===== config.mk =====
export PLATFORM = sky130hd
export DESIGN_NAME = imem_loader
export DESIGN_NICKNAME = d
export VERILOG_FILES = /design/src/rtl/imem_loader_pkg.sv /design/src/rtl/imem_loader_byte_packer.sv /design/src/rtl/imem_loader.sv
export SDC_FILE = /design/constraint.sdc
export NUM_CORES = 1
export LEC_CHECK = 0
export ABC_AREA = 1
export CORE_MARGIN = 2
export CORE_UTILIZATION = 30
export DETAILED_ROUTE_END_ITERATION = 8
export PLACE_DENSITY = 0.52
export SLEW_MARGIN = 20
export SYNTH_ARGS = -nofsm -noshare
export SYNTH_HDL_FRONTEND = slang
export SYNTH_SLANG_ARGS = --single-unit

===== constraint.sdc =====
create_clock -name clk -period 2.2 [get_ports clk]
set_input_delay 0.55 -clock clk [delete_from_list [all_inputs] [get_ports clk]]
set_output_delay 0.55 -clock clk [all_outputs]
set_load 0.03 [all_outputs]

===== src/rtl/imem_loader_pkg.sv =====
// Shared types and constants for the boot-time instruction memory loader.
// Exports the FSM state enum, the default memory depth and an index-width helper.
package imem_loader_pkg;

    localparam int DEPTH_DEF = 64;

    typedef enum logic [2:0] {
        S_IDLE,
        S_LEN0,
        S_LEN1,
        S_DATA,
        S_CSUM,
        S_DONE,
        S_ERR
    } state_t;

    // One extra bit so the index can reach DEPTH itself.
    function automatic int idx_width(input int depth);
        return $clog2(depth) + 1;
    endfunction

endpackage


===== src/rtl/imem_loader_byte_packer.sv =====
// Packs serial bytes into a little-endian 32-bit word, lane 0 first.
// Ports: clr restarts at lane 0; in_valid/in_data feed a byte; word is valid with word_complete.
module byte_packer (
    input  logic        clk,
    input  logic        rst_n,
    input  logic        clr,
    input  logic        in_valid,
    input  logic [7:0]  in_data,
    output logic [31:0] word,
    output logic [1:0]  lane,
    output logic        word_complete
);

    // Holds lanes 0..2; lane 3 comes straight from in_data.
    logic [23:0] sh;

    always_ff @(posedge clk or negedge rst_n) begin
        if (!rst_n) begin
            sh   <= '0;
            lane <= '0;
        end else if (clr) begin
            sh   <= '0;
            lane <= '0;
        end else if (in_valid) begin
            sh   <= {in_data, sh[23:8]};
            lane <= lane + 2'd1;
        end
    end

    assign word          = {in_data, sh};
    assign word_complete = in_valid && (lane == 2'd3);

endmodule


===== src/rtl/imem_loader.sv =====
// Streams a length-prefixed, XOR-checksummed image into instruction memory.
// Ports: start, rx_valid/rx_data/rx_ready in; we/wa/wd write port; cpu_rst_n, busy, done, err.
module imem_loader
    import imem_loader_pkg::*;
#(
    parameter int DEPTH = DEPTH_DEF
) (
    input  logic        clk,
    input  logic        rst_n,
    input  logic        start,
    input  logic        rx_valid,
    input  logic [7:0]  rx_data,
    output logic        rx_ready,
    output logic        we,
    output logic [31:0] wa,
    output logic [31:0] wd,
    output logic        cpu_rst_n,
    output logic        busy,
    output logic        done,
    output logic        err
);

    localparam int          IW      = idx_width(DEPTH);
    localparam logic [15:0] DEPTH16 = 16'(DEPTH);

    state_t          state;
    state_t          state_n;
    logic [7:0]      csum;
    logic [7:0]      len_lo;
    logic [15:0]     len;
    logic [15:0]     len_n;
    logic [IW-1:0]   idx;
    logic            acc;
    logic            take;
    logic            last_word;
    logic            pk_valid;
    logic [31:0]     pk_word;
    logic [1:0]      pk_lane;
    logic            pk_done;

    assign acc       = rx_valid && rx_ready;
    assign len_n     = {rx_data, len_lo};
    assign last_word = ({{(16-IW){1'b0}}, idx} + 16'd1) == len;
    assign take      = start && !busy;
    assign pk_valid  = acc && (state == S_DATA);

    byte_packer u_pack (
        .clk           (clk),
        .rst_n         (rst_n),
        .clr           (take),
        .in_valid      (pk_valid),
        .in_data       (rx_data),
        .word          (pk_word),
        .lane          (pk_lane),
        .word_complete (pk_done)
    );

    always_ff @(posedge clk or negedge rst_n) begin
        if (!rst_n) begin
            state <= S_IDLE;
        end else begin
            state <= state_n;
        end
    end

    always_comb begin
        state_n = state;
        unique case (state)
            S_IDLE, S_DONE, S_ERR: begin
                if (start) state_n = S_LEN0;
            end
            S_LEN0: begin
                if (acc) state_n = S_LEN1;
            end
            S_LEN1: begin
                if (acc) begin
                    if (len_n == 16'd0)      state_n = S_CSUM;
                    else if (len_n > DEPTH16) state_n = S_ERR;
                    else                      state_n = S_DATA;
                end
            end
            S_DATA: begin
                if (pk_done && last_word) state_n = S_CSUM;
            end
            S_CSUM: begin
                if (acc) state_n = (rx_data == csum) ? S_DONE : S_ERR;
            end
            default: state_n = S_IDLE;
        endcase
    end

    always_ff @(posedge clk or negedge rst_n) begin
        if (!rst_n) begin
            csum   <= '0;
            len_lo <= '0;
            len    <= '0;
            idx    <= '0;
            we     <= 1'b0;
            wa     <= '0;
            wd     <= '0;
        end else begin
            we <= 1'b0;
            if (take) begin
                csum <= '0;
                idx  <= '0;
            end else if (acc && state != S_CSUM) begin
                csum <= csum ^ rx_data;
                if (state == S_LEN0) len_lo <= rx_data;
                if (state == S_LEN1) len    <= len_n;
                if (pk_done) begin
                    we  <= 1'b1;
                    wa  <= {{(30-IW){1'b0}}, idx, 2'b00};
                    wd  <= pk_word;
                    idx <= idx + 1'b1;
                end
            end
        end
    end

    assign busy      = (state == S_LEN0) || (state == S_LEN1) ||
                       (state == S_DATA) || (state == S_CSUM);
    assign rx_ready  = busy;
    assign cpu_rst_n = (state == S_DONE);
    assign done      = (state == S_DONE);
    assign err       = (state == S_ERR);

endmodule


* Yosys cells after proc, flatten, opt, wreduce, memory -nomap -nowiden
Index checks and enable logic that the tools add are counted.
W data, S select, Z words.
** Operators by class
- Add/sub/neg operators :: 3
- Multipliers :: 0
- Divide/modulo/power cells :: 0
- Magnitude comparators :: 1
- Equality and inequality tests :: 15
- Shifts and indexed selects :: 0
- Muxes and demuxes :: 21
- Bitwise gates (word level) :: 2
- Reduce and logical (&&, ||, !) cells :: 21
** Operators with widths (count)
- $mux W24 :: 2
- $mux W3 :: 7
- $mux W7 :: 3
- $eq A8 B16 Y1 :: 1
- $gt A16 B7 Y1 const B :: 1
- $logic_not A16 Y1 :: 1
- $mux W8 :: 2
- $pmux W3 S5 :: 1
- $ne A2 B2 Y1 const B :: 5
- $eq A3 B3 Y1 const B :: 3
- $reduce_and A3 Y1 :: 3
- $add A7 B1 Y8 const B :: 1
- $eq A8 B8 Y1 :: 1
- $xor A8 B8 Y8 :: 1
- $add A7 B1 Y7 const B :: 1
- $eq A3 B2 Y1 const B :: 2
- $logic_and A1 B1 Y1 :: 6
- $mux W2 :: 3
- $reduce_bool A2 Y1 :: 3
- $reduce_and A5 Y1 :: 1
- $eq A3 B1 Y1 const B :: 1
- $logic_not A3 Y1 :: 1
- $logic_or A1 B1 Y1 :: 3
- $mux W1 :: 3
- other kinds (7) :: 7
** Word-level totals
- Flip-flop bits (word level) :: 108
- Latch bits :: 0
- RAM bits :: 0
- Memory bits (read-only) :: 0
- Input bits :: 12
- Memories :: 0

* Logic depth before layout (Yosys ltp)
Gate-level depths: netlist (run 1).
- Depth after elaboration :: 10
- Mapped depth :: 14
- Mapped depth without buffers :: 14

* Modules after synthesis
From an unflattened synthesis (run 1), not the netlist that was laid out.
** Unflattened totals
- Cell total of the unflattened synthesis :: 614
- Area, all modules :: 5223.8 um2
** Modules (own cells, without submodules)
- imem_loader :: instances 1, cells an instance 489, area an instance 3958.8 um2
- byte_packer :: instances 1, cells an instance 125, area an instance 1265.0 um2

* Worst setup path before layout (run 1)
Ideal clock, no wire load.
- Kind :: flip-flop to output port
- Start point :: register state[0]
- End point :: output rx_ready
- Data arrival time :: 1339 ps
- Required time :: 1650 ps
- Slack :: 311 ps
- Cell stages (with the launch flop) :: 7
- Buffers on the path :: 1
- Path through :: dfrtp_1 nor2_1 inv_1 nor2_1 nor2_4 nand2_1 buf_4
** On the way
- Longest elaborated chain between the ends :: 4
** Ends and longest elaborated chain
- start: declaration :: RTL line imem_loader.sv:26 : state_t state;
- start signal: assignment :: RTL line imem_loader.sv:62 : state <= state_n;
- $eq A3 B1 Y1 / $eq A3 B2 Y1 (equally long branches) :: RTL line imem_loader.sv:120 : assign busy = (state == S_LEN0) || (state == S_LEN1) ||
- $logic_or A1 B1 Y1 (2 in a row) :: RTL line imem_loader.sv:120
- $logic_or A1 B1 Y1 (*) :: RTL line imem_loader.sv:121 : (state == S_DATA) || (state == S_CSUM);
- end: declaration :: RTL line imem_loader.sv:13 : output logic rx_ready,
Mark *: on every way between the ends. The rest lies on a longest branch, timed or not.

* Worst setup path after layout (run 1)
- Start point :: register state[0]
- End point :: output busy
** On the way
- Longest elaborated chain between the ends :: 4
** Ends and longest elaborated chain
- $eq A3 B1 Y1 / $eq A3 B2 Y1 (equally long branches) :: RTL line imem_loader.sv:120
- $logic_or A1 B1 Y1 (2 in a row) :: RTL line imem_loader.sv:120
- $logic_or A1 B1 Y1 (*) :: RTL line imem_loader.sv:121
- end: declaration :: RTL line imem_loader.sv:18 : output logic busy,
Marked as above.

==> results of run 1 <==
through the flow:
stage,hold slack (ps),cells,power (uW),worst slack (ps)
after CTS,108,883,6410,16.7
final,108,883,6350,114
after floorplan,254,619,4060,311
after detailed placement,457,868,4620,116
after global routing,125,883,6810,7.28
after global placement,459,868,4560,117
path summary, 6_finish.rpt:
kind                       endpoint      from
setup / recovery               busy  state[0]
hold / removal                wd[9]     rst_n
setup reg to reg           state[1]    idx[0]
hold reg to reg               wd[4]     wd[4]
max in group asynchronous  state[2]     rst_n
min in group clk              wd[4]     wd[4]
power groups by stage:
stage	Sequential (uW)	Combinational, uW	Clock (uW)
after floorplan	2680	1380	0
after global placement	2670	1890	0
after detailed placement	2680	1940	0
after CTS	2650	1940	1820
after global routing	2720	2190	1900
final	2660	1920	1770
final cells by class:
| type | instances | area (sq um) | area share [%] |
|---|---|---|---|
| repair buffers | 77 | 733 | 12.0 |
| inverters | 93 | 349 | 5.73 |
| flip-flops and latches | 108 | 2710 | 44.4 |
| clock inverters | 3 | 68.8 | 1.13 |
| clock buffers | 12 | 256 | 4.21 |
| well taps | 216 | 270 | 4.43 |
| multi-input cells | 374 | 1710 | 28.1 |
per-layer routing:
metal	global-route usage, %	vias to the layer above
met1	17.8	1820
met4	4.36	0
met3	3.41	14
li1	-	1934
met2	23.0	80
met5	0	-
state kept, by name (all words and copies together) (netlist names):
register and count:
csum 8, idx 7, len 16, len_lo 8
state 3, u_pack.lane 2, u_pack.sh 24, wa 7
wd 32, we 1
repair_timing:
item / CTS / global route
endpoints found under the setup margin: 5 / 5
cloned: 0 / 0
gates resized for setup: 4 / 11
Yosys cell counts (3+ instances only):
cell | number | area [sq um]
inv_2 | 3 | 11.3
buf_4 | 27 | 203
o21ai_0 | 55 | 275
buf_2 | 7 | 35.0
dfrtp_1 | 108 | 2700
xnor2_1 | 5 | 43.8
nand4_1 | 7 | 43.8
o21ai_1 | 11 | 55.1
inv_1 | 89 | 334
xor2_1 | 3 | 26.3
nand3_1 | 21 | 105
o22ai_1 | 5 | 31.3
nand2_1 | 149 | 559
nor2_1 | 47 | 176
a21oi_1 | 27 | 135
nand2_2 | 3 | 18.8
clkbuf_1 | 8 | 30.0
critical path: stages, from the launching register on:
cell     delay [ps]
dfrtp_2         460
nor2_1          110
inv_1            90
nor2_2          180
nor2_4           70
nand2_1          90
buf_4           170
kinds of logic after synthesis:
logic type / after synthesis / share of synthesized area, %
buffers and inverters: 137 / 12.9
flip-flops: 108 / 54.5
other: 1 / 0.0756
adder cells (fa/ha/maj): 2 / 0.505
AO/OA/AOI/OAI: 101 / 10.5
XOR/XNOR: 8 / 1.41
AND/OR/NAND/NOR: 238 / 20.1
==> summary.md, run 1 <==
| Metric | Value |
|---|---|
| Fillers | 1654 |
| Chip height | around 130 um |
| Vias per cell | between 4 and 5 |
| Commonest non-fill, non-tap cells in the layout | nand2_1 (149), dfrtp_1 (106), inv_1 (88), o21ai_0 (55), clkdlybuf4s50_1 (50) |
| Skew final | just under 9 ps |
| Part of the cycle the worst path needs | a little over nine tenths |
| Cell Int Power | 4090 uW |
| RD Place Congestion | about 0.77 |
| Metal3 WL | 482 um |
| Leakage power | about 0.003 uW |
| Layout area overhead | 23.0% |
| Setup Viol. Count Final | 0 |
| DRC errors left | 0 |
| Clock power share | between 20% and 30% |
| Pwr/cell area | between 1000 and 1500 nW/um^2 |
| Core area | around 16000 sq um |
| Worst-path fanout max | 5 |
| Layout cells sized above 1 | 8.70% |
| Num Clock Sinks | around 110 |
| Setup Fix Bufs, Post-CTS | 0 |
| Iteration-0 DRC count of the detailed router | around 270 |
| Met2 wire len | 5520 um |
| DR top layer | met4 |
| Detail Route Antenna Nets | 0 |
| Slew Viols, Final | 0 |
| Pre-antenna DRT Iters | 4 |
| Status | completed |
| Final hold violation count | 0 |
| Largest net degree at the start of global routing | 56 |
| Number of flops mapped to enable cells by yosys | 0 |
| Max_cap viols | 0 |
| Sw power | roughly 2300 uW |
| Seq/Total Area, Yosys | 54.5% |
| Post-Place Cell Area | 5780 sq um |
| CTS Hold Bufs | 0 |
| Hold/Removal Path Class | in -> async |
| # IOs | 82 |
| Clock Pin Slew Worst Setup and Hold Paths | ~70 ps |
| Design Area, Final | approximately 6100 sq um |
| Num rows | between 40 and 50 |
| Routed vias | a little under 4000 |
| Avg Inst Size Synth | ~8.3 sq um |
| Vias in the first global route | approximately 3900 |
| Number of diodes | 0 |
| Sw Share | 35.5% |
| CP Capture Type | output pin |
| Setup slack, reg-to-reg | roughly 320 ps |
| CTS tree | yes |
| Layout Nets | 677 |
| Critical path startpoint category | flip-flop |
| Crit Path Category | reg -> out |
| Sequential Power Share | 41.9% |
| Unrepaired setup endpoints after global routing | no |
| Fmax | ~0.48 GHz |
| Root Driver | clkbuf_16 |
| Gate power share | 30.3% |
| Yosys Warn Count | 0 |
| Wl on met1 | between 5000 and 6000 um |
| Most common cell after layout, fill and taps aside | nand2_1 |
| Yosys reg bits | around 110 |
| CTS Buffer Depth | 2 |
| Hpwl dp | 8210 um |
| Tmin final | between 2000 and 2500 ps |
| Global-route wire length before repair | just under 20000 um |
| Routed length per instance | 13.0 um |
| Post-synthesis cell count | 595 |
| CP required | around 1700 ps |
| Setup TNS | 0 ps |
| Die Span X | 133 um |
| Main synth FF type | dfrtp_1 |
| Reg2Reg Depth | 11 |
| Starting Density | 31.0% |
| Critical path arrival | 1540 ps |
| Gr usage total | 13.8% |
| Routed WL | around 11000 um |
| Grt ovf | 0 |
| Post-synth ARST share | between 90% and 100% |
| Worst vdd ir | 506 uV |
| Synth cell types | 32 |
| DIE AREA | 17600 sq um |
| Worst-Skew Late Latency | 360 ps |
| I/O Buffers | 56 |
| Initial antenna violation count | 0 |
| H-tree depth | 3 |
| Final core occ | between 30% and 40% |
| Synth Cell Area | around 5000 sq um |
| CTS Buf Count | 9 |
Power figures use the tool's default switching activity.
==> run 2, diff against run 1 <==
- CAP_MARGIN: default -> 20
- CTS_CLUSTER_SIZE: default -> 16
- TNS_END_PERCENT: default -> 50
==> run 2 against run 1 <==
  * First-iteration DRC count fell by 9.7%
  * Flip-flop and latch count did not move
  * Core utilization about the same
  * Power is 0.11% lower
  * Non-clock buffer count unchanged
  * Sequential share of layout area barely moved
  * Clock skew about the same
  * Critical path depth is the same
  * Clock-buffer cell count stayed put
  * Worst hold slack improved by 0.76 ps
  * Die area is the same
==> summary.md, run 2 (synthesized netlist as in run 1, its figures left out) <==
| Metric | Value |
|---|---|
| Status | completed |
| Commonest non-fill, non-tap cells in the layout | nand2_1 (149), dfrtp_1 (107), inv_1 (89), o21ai_0 (55), clkdlybuf4s50_1 (50) |
| Pwr/cell area | around 1000 nW/um^2 |
| Worst-path fanout max | 5 |
| Final WS setup | around 70 ps |
| Critical Path Most Common Cell | nand2_1 |
| Slew Viols, Final | 0 |
| CP Launch Point | state[2] |
| Global-route wire length before repair | between 15000 and 20000 um |
| Pre-CTS setup slack | between 100 and 150 ps |
| Grt ovf | 0 |
| Number of diodes | 0 |
| Leakage power | 0.00309 uW |
| Vias per cell | 4.35 |
| Final core occ | 38.1% |
| Top flop regs | wd x32, u_pack.sh x24, len x16 |
| Chip height | ~130 um |
| DIE AREA | ~18000 sq um |
| Root Driver | clkbuf_16 |
| Setup slack, reg-to-reg | around 300 ps |
| Final hold violation count | 0 |
| I/O Buffers | 56 |
| Worst-Skew Late Latency | ~360 ps |
| Sw power | 2250 uW |
| Unrepaired setup endpoints after global routing | yes |
| DRC errors left | 0 |
| Hold/Removal Path Class | in -> async |
| Gate power share | 30.3% |
| Critical path startpoint category | flip-flop |
| CTS Buffer Depth | 2 |
| Routed length per instance | roughly 13 um |
| Hpwl dp | just over 8000 um |
| Core area | ~16000 sq um |
| Layout area overhead | 22.9% |
| Cell Int Power | between 4000 and 5000 uW |
| CP Capture Type | output pin |
| Multi-input gate area | around 1700 sq um |
| Pre-antenna DRT Iters | 5 |
| Routed WL | about 11000 um |
| Skew final | ~9.0 ps |
| CP Cell Sequence | nor2_2 > nand2_1 > nand2_1 > nor2_4 > nand2_1 > buf_4 |
| Sequential Power Share | about two fifths |
| Iteration-0 DRC count of the detailed router | roughly 240 |
| Fillers | approximately 1700 |
| Layout cells sized above 1 | 8.25% |
| Design Area, Final | 6090 sq um |
| # IOs | between 80 and 90 |
| Setup Viol. Count Final | 0 |
| Reg2Reg Depth | 9 |
| Largest register FFs | 32 |
| Part of the cycle the worst path needs | between 90% and 100% |
| CTS Buf Count | 9 |
| Starting Density | between 30% and 40% |
| Fmax | roughly 0.47 GHz |
| CP max stage cell | dfrtp_1 |
| Tmin final | roughly 2100 ps |
| Clock power share | 27.9% |
| Detail Route Antenna Nets | 0 |
| Vias in the first global route | roughly 3900 |
| Max_cap viols | 0 |
| Reg2reg end | u_pack.sh[7] |
| Num Clock Sinks | roughly 110 |
| CP required | 1650 ps |
| Post-Place Cell Area | approximately 5800 sq um |
| CTS tree | yes |
| Num rows | 46 |
| RD Place Congestion | approximately 0.77 |
| Setup Fix Bufs, Post-CTS | 0 |
| CP peak stage delay | approximately 450 ps |
| Origin of the critical flop-to-flop path | state[2] |
| Clock Pin Slew Worst Setup and Hold Paths | ~70 ps |
| Gr usage total | about 14% |
| Largest Register | wd |
| Die Span X | roughly 130 um |
| Crit Path Category | reg -> out |
| Largest net degree at the start of global routing | between 50 and 60 |
| Setup TNS | 0 ps |
| Layout Nets | around 680 |
| Routed vias | ~3800 |
| Sw Share | between 30% and 40% |
| Initial antenna violation count | 0 |
| CTS Hold Bufs | 0 |
| Post-cts resize count | 4 |
| Crit path to | busy |
| Most common cell after layout, fill and taps aside | nand2_1 |
| H-tree depth | 3 |
| Worst vdd ir | 506 uV |
| Reg area | 2700 sq um |
| Critical path arrival | 1580 ps |
-- run 2: cell types whose count changed in the layout (fill, tap and decap cells not counted), sizes merged --
cell,change
clkdlybuf4s15,+1
clkbuf,-1
-- run 2: cell type report --
cell class	count	area share (%)
well taps	216	4.43
clock inverters	3	1.13
flip-flops and latches	108	44.4
repair buffers	77	12.1
clock buffers	12	4.21
inverters	93	5.73
multi-input cells	374	28.0
-- run 2: critical path, delay by kind of cell, from the launching register on --
kind | cells | cell delay [ps]
simple gates | 5 | 600
flops | 1 | 450
buf+inv | 1 | 170
-- run 2: worst min path at each step --
stage | from | endpoint | cells after the start
2_1_floorplan | rst_n | csum[0] | 0
3_3_place_gp | wd[4] | wd[4] | 2
3_5_place_dp | wd[4] | wd[4] | 2
4_1_cts | rst_n | len[1] | 1
5_1_grt | rst_n | wd[9] | 1
6_report | rst_n | wd[11] | 1
-- run 2: power groups by stage --
| stage | clock network (uW) | registers, uW | logic (uW) |
|---|---|---|---|
| floorplan | 0 | 2680 | 1380 |
| global placement | 0 | 2670 | 1890 |
| detailed placement | 0 | 2680 | 1940 |
| CTS | 1820 | 2650 | 1940 |
| global route | 1890 | 2710 | 2190 |
| finish | 1770 | 2650 | 1920 |
-- run 2: stage by stage --
stage	hold slack, ps	power (uW)	std cells
2_1_floorplan	254	4060	619
3_3_place_gp	459	4560	868
3_5_place_dp	457	4620	868
4_1_cts	108	6410	883
5_1_grt	125	6790	883
6_report	109	6340	883
-- run 2: routing by layer --
layer / vias to the layer above / share of wire [%] / track usage (%) / wire length, um
met5: - / 0 / 0 / 0
li1: 1933 / - / - / -
met4: 0 / 1.4 / 4.36 / 157
met1: 1813 / 46 / 17.8 / 5250
met3: 14 / 4.2 / 3.41 / 484
met2: 79 / 48 / 23.0 / 5520
